**config.mk**
```make
export PLATFORM = sky130hd
export DESIGN_NAME = mod_n_updown_counter
export DESIGN_NICKNAME = d
export VERILOG_FILES = /design/src/rtl/counter_pkg.sv /design/src/rtl/counter_prescaler.sv /design/src/rtl/mod_n_updown_counter.sv
export SDC_FILE = /design/constraint.sdc
export NUM_CORES = 1
export LEC_CHECK = 0
export CAP_MARGIN = 20
export CORE_AREA = 2 2 39 41
export DETAILED_ROUTE_END_ITERATION = 12
export DIE_AREA = 0 0 41 43
export PLACE_DENSITY_LB_ADDON = 0.3
export RECOVER_POWER = 100
export SYNTH_ARGS = -nofsm -noshare
export SYNTH_HDL_FRONTEND = slang
export SYNTH_SLANG_ARGS = --single-unit
export TNS_END_PERCENT = 100
```
**constraint.sdc**
```tcl
create_clock -name clock -period 4.45 [get_ports clock]
set_input_delay 0.6675 -clock clock [delete_from_list [all_inputs] [get_ports clock]]
set_output_delay 0.6675 -clock clock [all_outputs]
set_load 0.01 [all_outputs]
```
**src/rtl/counter_pkg.sv**
```systemverilog
// Shared constants, sizing helper and parameter-check macro for the modulo-N counter family.
// The optional COUNTER_SATURATE_EN macro (see mod_n_updown_counter) is not referenced here.

`ifndef COUNTER_PKG_SV
`define COUNTER_PKG_SV

// Elaboration-time guard: instantiate inside a module body with a unique block label.
`define COUNTER_PARAM_CHECK(label, cond) \
  if (!(cond)) begin : label \
    $error("counter: illegal parameter combination"); \
  end

package counter_pkg;

  localparam logic DIR_UP   = 1'b1;
  localparam logic DIR_DOWN = 1'b0;

  // Ceiling log2, never less than 1 so a PRESCALE of 1 still gets a one-bit register.
  function automatic int clog2(input longint value);
    int     bits;
    longint rem;
    bits = 0;
    rem  = value - 1;
    while (rem > 0) begin
      bits = bits + 1;
      rem  = rem >> 1;
    end
    return (bits < 1) ? 1 : bits;
  endfunction

endpackage

`endif

```
**src/rtl/counter_prescaler.sv**
```systemverilog
// Enable-gated divide-by-PRESCALE tick generator; restart forces the phase back to zero.

module counter_prescaler
  import counter_pkg::*;
#(
  parameter int PRESCALE = 1
) (
  input  logic clock,
  input  logic reset,
  input  logic en,
  input  logic restart,
  output logic tick
);

  localparam int PW = clog2(PRESCALE);
  localparam logic [PW-1:0] LAST = PW'(PRESCALE - 1);

  `COUNTER_PARAM_CHECK(g_prescale_range, (PRESCALE >= 1) && (PRESCALE <= 65535))

  logic [PW-1:0] cnt_reg;
  logic [PW-1:0] cnt_next;

  assign tick = en && (cnt_reg == LAST);

  always_comb begin
    cnt_next = cnt_reg;
    if (restart) begin
      cnt_next = '0;
    end else if (en) begin
      cnt_next = (cnt_reg == LAST) ? '0 : cnt_reg + PW'(1);
    end
  end

  always_ff @(posedge clock or posedge reset) begin
    if (reset) begin
      cnt_reg <= '0;
    end else begin
      cnt_reg <= cnt_next;
    end
  end

endmodule

```
**src/rtl/mod_n_updown_counter.sv**
```systemverilog
// Synchronous modulo-N up/down counter with clear, parallel load and prescaled enable.
// Define COUNTER_SATURATE_EN to hold at the bounds (adds output sat, wrap tied low).

module mod_n_updown_counter
  import counter_pkg::*;
#(
  parameter int     WIDTH    = 4,
  parameter longint MODULUS  = 16,
  parameter int     PRESCALE = 1
) (
  input  logic             clock,
  input  logic             reset,
  input  logic             clear,
  input  logic             load,
  input  logic [WIDTH-1:0] load_val,
  input  logic             en,
  input  logic             up_dn,
  output logic [WIDTH-1:0] q,
  output logic             at_term,
  output logic             wrap,
  output logic             load_err
`ifdef COUNTER_SATURATE_EN
  ,
  output logic             sat
`endif
);

  `COUNTER_PARAM_CHECK(g_width_range, (WIDTH >= 1) && (WIDTH <= 32))
  `COUNTER_PARAM_CHECK(g_modulus_range, (MODULUS >= 2) && (MODULUS <= (64'd1 << WIDTH)))

  localparam logic [WIDTH-1:0] Q_MAX   = WIDTH'(MODULUS - 1);
  localparam logic [WIDTH:0]   MOD_EXT = (WIDTH + 1)'(MODULUS);

  logic             tick;
  logic [WIDTH-1:0] q_reg, q_next;
  logic             lerr_reg, lerr_next;
  logic             at_bound;

  counter_prescaler #(
    .PRESCALE(PRESCALE)
  ) u_prescaler (
    .clock  (clock),
    .reset  (reset),
    .en     (en),
    .restart(clear | load),
    .tick   (tick)
  );

  // The bound in the current direction: where an up step wraps or a down step wraps.
  assign at_bound = (up_dn == DIR_UP) ? (q_reg == Q_MAX) : (q_reg == '0);
  assign at_term  = at_bound;
  assign q        = q_reg;
  assign load_err = lerr_reg;

`ifdef COUNTER_SATURATE_EN
  logic sat_reg, sat_next;
  assign sat  = sat_reg;
  assign wrap = 1'b0;

  always_comb begin
    q_next    = q_reg;
    lerr_next = 1'b0;
    sat_next  = sat_reg;
    if (clear) begin
      q_next   = '0;
      sat_next = 1'b0;
    end else if (load) begin
      sat_next = 1'b0;
      if ({1'b0, load_val} >= MOD_EXT) begin
        q_next    = Q_MAX;
        lerr_next = 1'b1;
      end else begin
        q_next = load_val;
      end
    end else if (tick) begin
      if (at_bound) begin
        sat_next = 1'b1;
      end else begin
        q_next   = (up_dn == DIR_UP) ? q_reg + WIDTH'(1) : q_reg - WIDTH'(1);
        sat_next = 1'b0;
      end
    end
  end

  always_ff @(posedge clock or posedge reset) begin
    if (reset) begin
      q_reg    <= '0;
      lerr_reg <= 1'b0;
      sat_reg  <= 1'b0;
    end else begin
      q_reg    <= q_next;
      lerr_reg <= lerr_next;
      sat_reg  <= sat_next;
    end
  end
`else
  logic wrap_reg, wrap_next;
  assign wrap = wrap_reg;

  always_comb begin
    q_next    = q_reg;
    lerr_next = 1'b0;
    wrap_next = 1'b0;
    if (clear) begin
      q_next = '0;
    end else if (load) begin
      if ({1'b0, load_val} >= MOD_EXT) begin
        q_next    = Q_MAX;
        lerr_next = 1'b1;
      end else begin
        q_next = load_val;
      end
    end else if (tick) begin
      // At the bound the step jumps to the opposite end instead of incrementing.
      if (at_bound) begin
        q_next    = (up_dn == DIR_UP) ? '0 : Q_MAX;
        wrap_next = 1'b1;
      end else begin
        q_next = (up_dn == DIR_UP) ? q_reg + WIDTH'(1) : q_reg - WIDTH'(1);
      end
    end
  end

  always_ff @(posedge clock or posedge reset) begin
    if (reset) begin
      q_reg    <= '0;
      lerr_reg <= 1'b0;
      wrap_reg <= 1'b0;
    end else begin
      q_reg    <= q_next;
      lerr_reg <= lerr_next;
      wrap_reg <= wrap_next;
    end
  end
`endif

endmodule
```
==> qor.yml <==
clock_network:
  post_cts_buffers: 0
  cts_buffer_depth: 2
  holdBufCountCts: 0
  clk_latency_ns: 0.24
  cts_buffers: 3
  cts_sinks: 5
  htree_levels: 1
  clockRootBuffer: "clkbuf_4"
  clkTransAtPathRegs_ns: 0.04
  post_cts_resize_count: 0
  cts_tree: "yes"
grt:
  grt_max_degree: 12
  grt_pass1_vias: 374
  grt_pass1_wl_mm: 1.57
  overflow: 0
  antenna_found_initial: 0
  grt_usage: 0.129
detailed_routing:
  wl_per_cell_um: 10.8
  dr.first_iter.drc_count: 13
  drc_errors: 0
  finalWirelength_um: 952
  ant_nets: 0
  dr_total_vias: 422
  viasPerCell: 4.80
  detail_route.first_pass.iterations: 2
synthesis:
  yosys.area.top_type_share: 0.294
  ys_seq_area_frac: 0.294
  synth.area.top_cells: "dfrtp_1, a21oi_1, nor2_1"
  synth_cell_types: 25
  synth_nets: 68
  synth_seq_cells: 5
  synthCells: 55
  synth_top_area_cell: "dfrtp_1"
  avgSynthCellArea_sq_um: 7.73
  synth_warnings: 0
  synth_area_sq_um: 425
floorplan:
  floorplan.initialDensity: 0.307
  core_area_sq_um: 1380
  die_h_um: 43
  num_rows: 14
  die_w_um: 41
  io_pins: 17
  dieArea_sq_um: 1760
final_layout:
  area_delta_synth_final_pct: 42.1
  multi_input_area_sq_um: 264
  n_antenna_cell: 0
  final_nets: 86
  regArea_sq_um: 125
  drive_gt1_frac: 0.0556
  fill_cells: 147
  largest_reg_flops: 4
power_and_ir_drop:
  power_frac_seq: 0.347
  power.total_uw: 154
  combinationalPowerShare: 0.324
  intPower_uw: 108
  p_clk_frac: 0.329
  p_leak_uw: 0.000268
  switching_power_uw: 46.3
  swShare: 0.300
  power_density_nw_per_um2: 255
  irDropWorstVdd_mv: 0.161
sta:
  tns_ns: 0
  period_needed_ns: 3.24
  setup_viol_count_final: 0
  finalHoldViolCount: 0
  max_freq_mhz: 309
  rsz0062_at_grt: "no"
  fin_skew_ns: 0.00375
  period_share: 0.727
  drv_slew: 0
critical_path:
  critPathKind: "in2out"
  crit_arrival_ns: 2.57
  crit_path_start_kind: "input pin"
  path_cells: "dlygate4sd3_1 -> or4_4 -> o21ai_1 -> dlygate4sd3_1"
  cp.required_ns: 3.78
  slowest_stage: "dlygate4sd3_1"
  worstSetupEndpointType: "primary output"
  cp-startpoint: "up_dn"
  critical_path.reg2reg.startpoint: "q[1]$_DFFE_PP0P_"
  crit_path_max_fanout: 8
  cp_common_cell: "dlygate4sd3_1"
  slowest_delay_ns: 0.65
worst_hold_path:
  hp-class: "reg2reg"
  min_from: "q[3]$_DFFE_PP0P_"
status:
  outcome: "complete, no violations"
place:
  routabilityCongestion: 0.751
  io_buffers: 15
  hpwl_um: 757
job:
  drv_cap: 0
[stage by stage]
stage                util  instance area [sq um]  std cells  hold slack (ns)  worst slack (ns)
finish              0.437                    604         88            0.723              1.21
global route        0.437                    604         88            0.794              1.12
CTS                 0.441                    611         88            0.618              1.34
detailed placement  0.422                    584         84            0.742              1.34
global placement    0.422                    584         84            0.732              1.37
floorplan               -                    425         55            0.446              2.45
[cell usage after synthesis (all sizes together)]
cell type and count:
a21oi 9, nor2 9, dfrtp 5, inv 5
nor3 3, o21ai 3, a211oi 2, ha 2
nand2 2, a2111oi 1, and3 1, buf 1
clkbuf 1, conb 1, fa 1, nand2b 1
nand3 1, nand3b 1, nor3b 1, o31ai 1
or2 1, or4 1, xnor2 1, xor2 1
[area by class of cell]
| cell class | instances | share of cell area |
|---|---|---|
| clock buffers | 4 | 0.0435 |
| inverters | 5 | 0.0311 |
| flip-flops and latches | 5 | 0.207 |
| well taps | 16 | 0.0331 |
| multi-input cells | 43 | 0.437 |
| repair buffers | 15 | 0.248 |
[cells by family (layout without fill, tap and decap cells)]
family / after synthesis / in the layout / synth area share
flops: 5 / 5 / 0.294
xor+xnor: 2 / 2 / 0.0412
buf+inv: 7 / 24 / 0.0706
other cells: 1 / 1 / 0.00882
compound gates: 16 / 16 / 0.229
simple gates: 21 / 21 / 0.250
fa+ha+maj: 3 / 3 / 0.106
[final timing paths]
kind / to / slack [ns] / cells past startpoint
max in group asynchronous: wrap$_DFF_PP0_ / 3.52 / 2
max: at_term / 1.21 / 4
min reg2reg: q[3]$_DFFE_PP0P_ / 0.72 / 2
max reg2reg: q[3]$_DFFE_PP0P_ / 2.59 / 5
min: q[3]$_DFFE_PP0P_ / 0.72 / 2
min in group asynchronous: q[2]$_DFFE_PP0P_ / 0.76 / 2
[placed cells by master, fill, tap and decap left out, drive strengths merged]
master / Yosys / layout
a211oi: 2 / 2
nor3: 3 / 3
a21oi: 9 / 9
nand2b: 1 / 1
or2: 1 / 1
dlygate4sd3: 0 / 9
clkbuf: 1 / 4
nor2: 9 / 9
xor2: 1 / 1
nand3b: 1 / 1
dfrtp: 5 / 5
or4: 1 / 1
nand2: 2 / 2
a2111oi: 1 / 1
o31ai: 1 / 1
and3: 1 / 1
clkdlybuf4s50: 0 / 6
conb: 1 / 1
inv: 5 / 5
o21ai: 3 / 3
fa: 1 / 1
nor3b: 1 / 1
xnor2: 1 / 1
nand3: 1 / 1
ha: 2 / 2
[power groups by stage]
stage                     Combinational [uW]  Sequential [uW]  Clock [uW]
after global placement                  53.5             54.4           0
after global routing                    56.9             54.0        56.4
final                                   50.0             53.5        50.8
after floorplan                         30.3             54.4           0
after detailed placement                53.1             54.2           0
after CTS                               53.6             53.6        53.9
[per-layer routing]
layer,part of all wire,up-vias,global-route usage
met1,0.49,192,0.173
met3,0.025,0,0.0157
met2,0.49,8,0.188
met5,0,-,0
met4,0,0,0.0800
li1,-,222,-
[worst max-delay path: cells and delay by family]
family | cells | cell delay, ns
AO/OA/AOI/OAI | 1 | 0.15
AND/OR/NAND/NOR | 1 | 0.48
buffers and inverters | 2 | 1.27
Power figures use the tool's default switching activity.
==> patch 1 (same settings) <==
Take the reset off `q_reg` and load it in a clocked block of its own.
--- a/src/rtl/mod_n_updown_counter.sv
+++ b/src/rtl/mod_n_updown_counter.sv
@@ -124,13 +124,15 @@
   always_ff @(posedge clock or posedge reset) begin
     if (reset) begin
-      q_reg    <= '0;
       lerr_reg <= 1'b0;
       wrap_reg <= 1'b0;
     end else begin
-      q_reg    <= q_next;
       lerr_reg <= lerr_next;
       wrap_reg <= wrap_next;
     end
   end
+
+  always_ff @(posedge clock) begin
+    q_reg <= q_next;
+  end
 `endif
 
Function: changed (Yosys sat finds a counterexample within 4 cycles, from zero or initial values and one cycle with reset high).
==> patch 1 against the unedited design <==
  * Sequential cell count unchanged
  * Design area down 4.8%
  * Worst setup slack better by 280 ps
  * Via count down 15%
  * Fmax up 9.6%
  * Power up 7.9%
  * Count of clock-buffer cells in the layout unchanged
  * Wire length down 13%
  * Synthesized area down 5.3%
  * Core utilization down 2.1 points
  * Critical endpoint unchanged
  * Largest cell class unchanged
  * Largest power group unchanged
==> patch 1: results (changes against the unedited design) <==
* Drt total wl at 827 um (-13%)
* Post-synth top cells: dfxtp_1 (4), nand2_1 (4), nor2_1 (4)
* Multiplexer area fraction after synthesis at 3.73% (+3.7 points)
* GRT Total Usage at 11.5% (-1.5 points)
* Dpl ws at 1620 ps (+273 ps)
* Crit-path max FO at 4 (-4)
* Routability congestion estimate at 0.643 (-14%)
* Peak supply drop at 0.0980 mV (-39%)
* Via count at 359 (-15%)
* FFs w/ async S/R, synth at 20.0% (-80 points)
* Drt first pass iters at 3 (+1)
* WP data arrival at 2280 ps (-290 ps)
* Vias per std cell at 4.60 (-4.0%)
* Synth cell types at 26 (+4.0%)
* Register area share after synthesis at 26.1% (-3.3 points)
* Final hold slack at 643 ps (-79.6 ps)
* Layout cells sized above 1 at 14.5% (+9.0 points)
* Nets@finish at 76 (-12%)
* # fillers at 151 (+2.7%)
* Slowest cell delay on critical path at 610 ps (-40 ps)
* Worst hold endpoint: q[2]
* Post-Syn Nets at 58 (-15%)
* Fmax at 339 MHz (+9.6%)
* Post-placement cell count at 74 (-12%)
* Compound-Gate Fraction of Synth Area at 19.6% (-3.4 points)
* Clock skew at 3.76 ps (+0.00841 ps)
* Synthesized instance count at 45 (-18%)
* Adder-cell share of the synthesized area at 11.2% (+0.59 points)
* Cell Area, Placed at 554 um2 (-5.1%)
* Outcome: complete, no violations
* Vias in the first global route at 317 (-15%)
* RR Endpoint: q[3]
patch 1: changes by cell type in the layout (fill, tap and decap cells not counted), sizes merged, moves of 2 or more:
cell   unedited run  this run
a21oi             9         3
nor2              9         4
dfrtp             5         1
dfxtp             0         4
a21o              0         2
inv               5         3
nand2             2         4
patch 1: worst max path at each step:
stage               endpoint  depth (start not counted)
CTS                  at_term                          5
finish               at_term                          5
global route         at_term                          5
floorplan            at_term                          3
global placement     at_term                          5
detailed placement   at_term                          5
patch 1: final cells by class:
| type | count | area share (%) |
|---|---|---|
| Multi-Input combinational cell | 35 | 45.7 |
| Timing Repair Buffer | 15 | 26.1 |
| Sequential cell | 5 | 18.3 |
| Clock buffer | 4 | 4.57 |
| Tap cell | 16 | 3.48 |
| Inverter | 3 | 1.96 |
patch 1: where the power goes:
part / internal [mW] / switching (mW)
Clock: 0.0338 / 0.0174
Combinational: 0.0323 / 0.0243
Sequential: 0.0503 / 0.00829
Total: 0.116 / 0.0500
patch 1: logic make-up (layout without fill, tap and decap cells):
| group | after synthesis | after routing |
|---|---|---|
| xor+xnor | 4 | 4 |
| simple gates | 16 | 16 |
| compound gates | 10 | 10 |
| other cells | 1 | 1 |
| fa+ha+maj | 3 | 3 |
| buf+inv | 5 | 22 |
| flops | 5 | 5 |
| mux | 1 | 1 |
patch 1: per-layer routing:
metal	vias up	global-route usage (%)	wire, um
met5	-	0	0
met4	0	6.00	14
met3	2	6.28	44
met2	11	16.6	384
met1	157	12.9	383
li1	189	-	-
patch 1: worst max-delay path, delay by kind of cell:
family	cells	cell delay, ps
buffers and inverters	2	1210
and+or+nand+nor	3	410
==> patch 2 (config.mk and constraints unchanged) <==
Without the edit above. The parameter `WIDTH` goes from 4 to 5.
--- a/src/rtl/mod_n_updown_counter.sv
+++ b/src/rtl/mod_n_updown_counter.sv
@@ -5,5 +5,5 @@
   import counter_pkg::*;
 #(
-  parameter int     WIDTH    = 4,
+  parameter int     WIDTH    = 5,
   parameter longint MODULUS  = 16,
   parameter int     PRESCALE = 1
Interface: changed (resized load_val and q); port bits go from 17 to 19. No check against the original RTL was run, so the function may have changed too.
==> patch 2 against the unedited design <==
  * Global-route usage is 2.1 points higher
  * Critical path depth rose by 1
  * Wire length grew 14%
  * Design area rose by 20%
  * Sequential cell count increased by 2
  * Critical endpoint unchanged
  * Critical path type unchanged
  * Synthesized area rose by 19%
  * Synthesized cell count grew 3.6%
  * Largest power group unchanged
  * Power is 24% higher
  * Worst setup slack better by 23 ps
  * Register-to-register slack better by 20 ps
==> patch 2: results (changes against the unedited design) <==
* Drt first pass iters at 3 (+1)
* Register area share after synthesis at 34.6% (+5.2 points)
* Layout cells sized above 1 at 6.41% (+0.85 points)
* Vias in the first global route at 448 (+20%)
* Clock Tree Buf Depth at 2 (unchanged)
* Synth cell types at 27 (+8.0%)
* YS warnings at 0 (unchanged)
* Slew @ Worst Pin at between 200 and 300 ps
* Initial antenna violation count at 0 (unchanged)
* Post-synth top cells: nor2_1 (8), dfrtp_1 (7), inv_1 (4), nand2_1 (4)
* Peak supply drop at 0.0756 mV (-53%)
* 1st-iter DRT viols at 12 (-1)
* Cell Area, Placed at 702 um2 (+20%)
* GRT Total Usage at 15.0% (+2.1 points)
* Clock latency on the worst-skew pair at 250 ps
* Max reg flops at 5 (+1)
* Leak pwr at 0.356 nW (+33%)
* Post-CTS setup buffers at 0 (unchanged)
* Wire per inst at 11.5 um (+6.3%)
* Outcome: complete, no violations
* FFs w/ async S/R, synth at 100% (unchanged)
* Hold Crit Class: flop to flop
* Antenna diodes at 0 (unchanged)
* Crit-path max FO at 6 (-2)
* Clock-pin transition on the worst setup and hold timing paths at 50 ps
* Final core utilization at 52.3% (+8.6 points)
* First-pass GRT wire length at 1790 um (+14%)
* WP data arrival at 2550 ps (-20 ps)
* # fillers at 137 (-6.8%)
* Vias per std cell at 5.13 (+6.9%)
* Routability congestion estimate at 0.843 (+12%)
* Largest net degree at the start of global routing at 10 (-2)
* Nets@finish at 94 (+9.3%)
* Port Buf Inserts at 18 (+3)
* Post-Syn Nets at 72 (+5.9%)
* Root buf cell: clkbuf_4
* Area contributors post-synth: dfrtp_1 (35%), ha_1 (7.4%), nor2_1 (5.9%), xor2_1 (5.2%), fa_1 (4.0%)
* DRC violations left at 0 (unchanged)
* Clock skew at 5.08 ps (+1.34 ps)
* Top_reg_cell synth: dfrtp_1
* DP HPWL at 894 um (+18%)
* Post-CTS Resized at 0 (unchanged)
[patch 2: final timing paths]
check / startpoint / to / slack, ps / depth (start not counted)
max in group asynchronous: reset / load_err / 3470 / 2
min in group asynchronous: reset / q[3] / 780 / 2
setup reg to reg: q[0] / q[4] / 2610 / 5
setup / recovery: up_dn / at_term / 1240 / 5
hold / removal: q[4] / q[4] / 580 / 2
hold reg to reg: q[4] / q[4] / 580 / 2
[patch 2: logic make-up (layout without fill, tap and decap cells)]
group / after synthesis / count (layout) / share of synthesized area [%]
buffers and inverters: 5 / 26 / 3.95
XOR/XNOR: 3 / 3 / 5.19
adder cells (fa/ha/maj): 4 / 4 / 11.4
flip-flops: 7 / 7 / 34.6
AO/OA/AOI/OAI: 15 / 15 / 20.0
multiplexers: 2 / 2 / 3.95
AND/OR/NAND/NOR: 21 / 21 / 21.0
[patch 2: through the flow]
step,setup WS [ps],cells
floorplan,2420,57
global placement,1460,90
detailed placement,1430,90
CTS,1430,94
global route,1180,94
finish,1240,94
[patch 2: layout make-up]
cell class / count / share of cell area (%)
inverters: 4 / 2.08
clock buffers: 4 / 3.63
multi-input cells: 45 / 42.4
well taps: 16 / 2.77
flip-flops and latches: 7 / 24.2
repair buffers: 18 / 24.9
[patch 2: critical path: stages]
cell           delay, ps
dlygate4sd3_1        570
inv_1                130
or3_1                470
nand2_2              100
dlygate4sd3_1        600
[patch 2: report_power, final]
group	leakage, nW	switching (mW)	total [mW]	internal [mW]
Combinational	0.249	0.0270	0.0584	0.0313
Sequential	0.0922	0.00702	0.0754	0.0683
Clock	0.0150	0.0228	0.0570	0.0342
Total	0.356	0.0569	0.191	0.134
[patch 2: per-layer routing]
layer	global-route usage, %	wire (um)	vias up
met5	0	0	-
met4	10.0	12	0
met3	3.66	55	2
met2	22.2	514	13
met1	18.3	499	221
li1	-	-	246
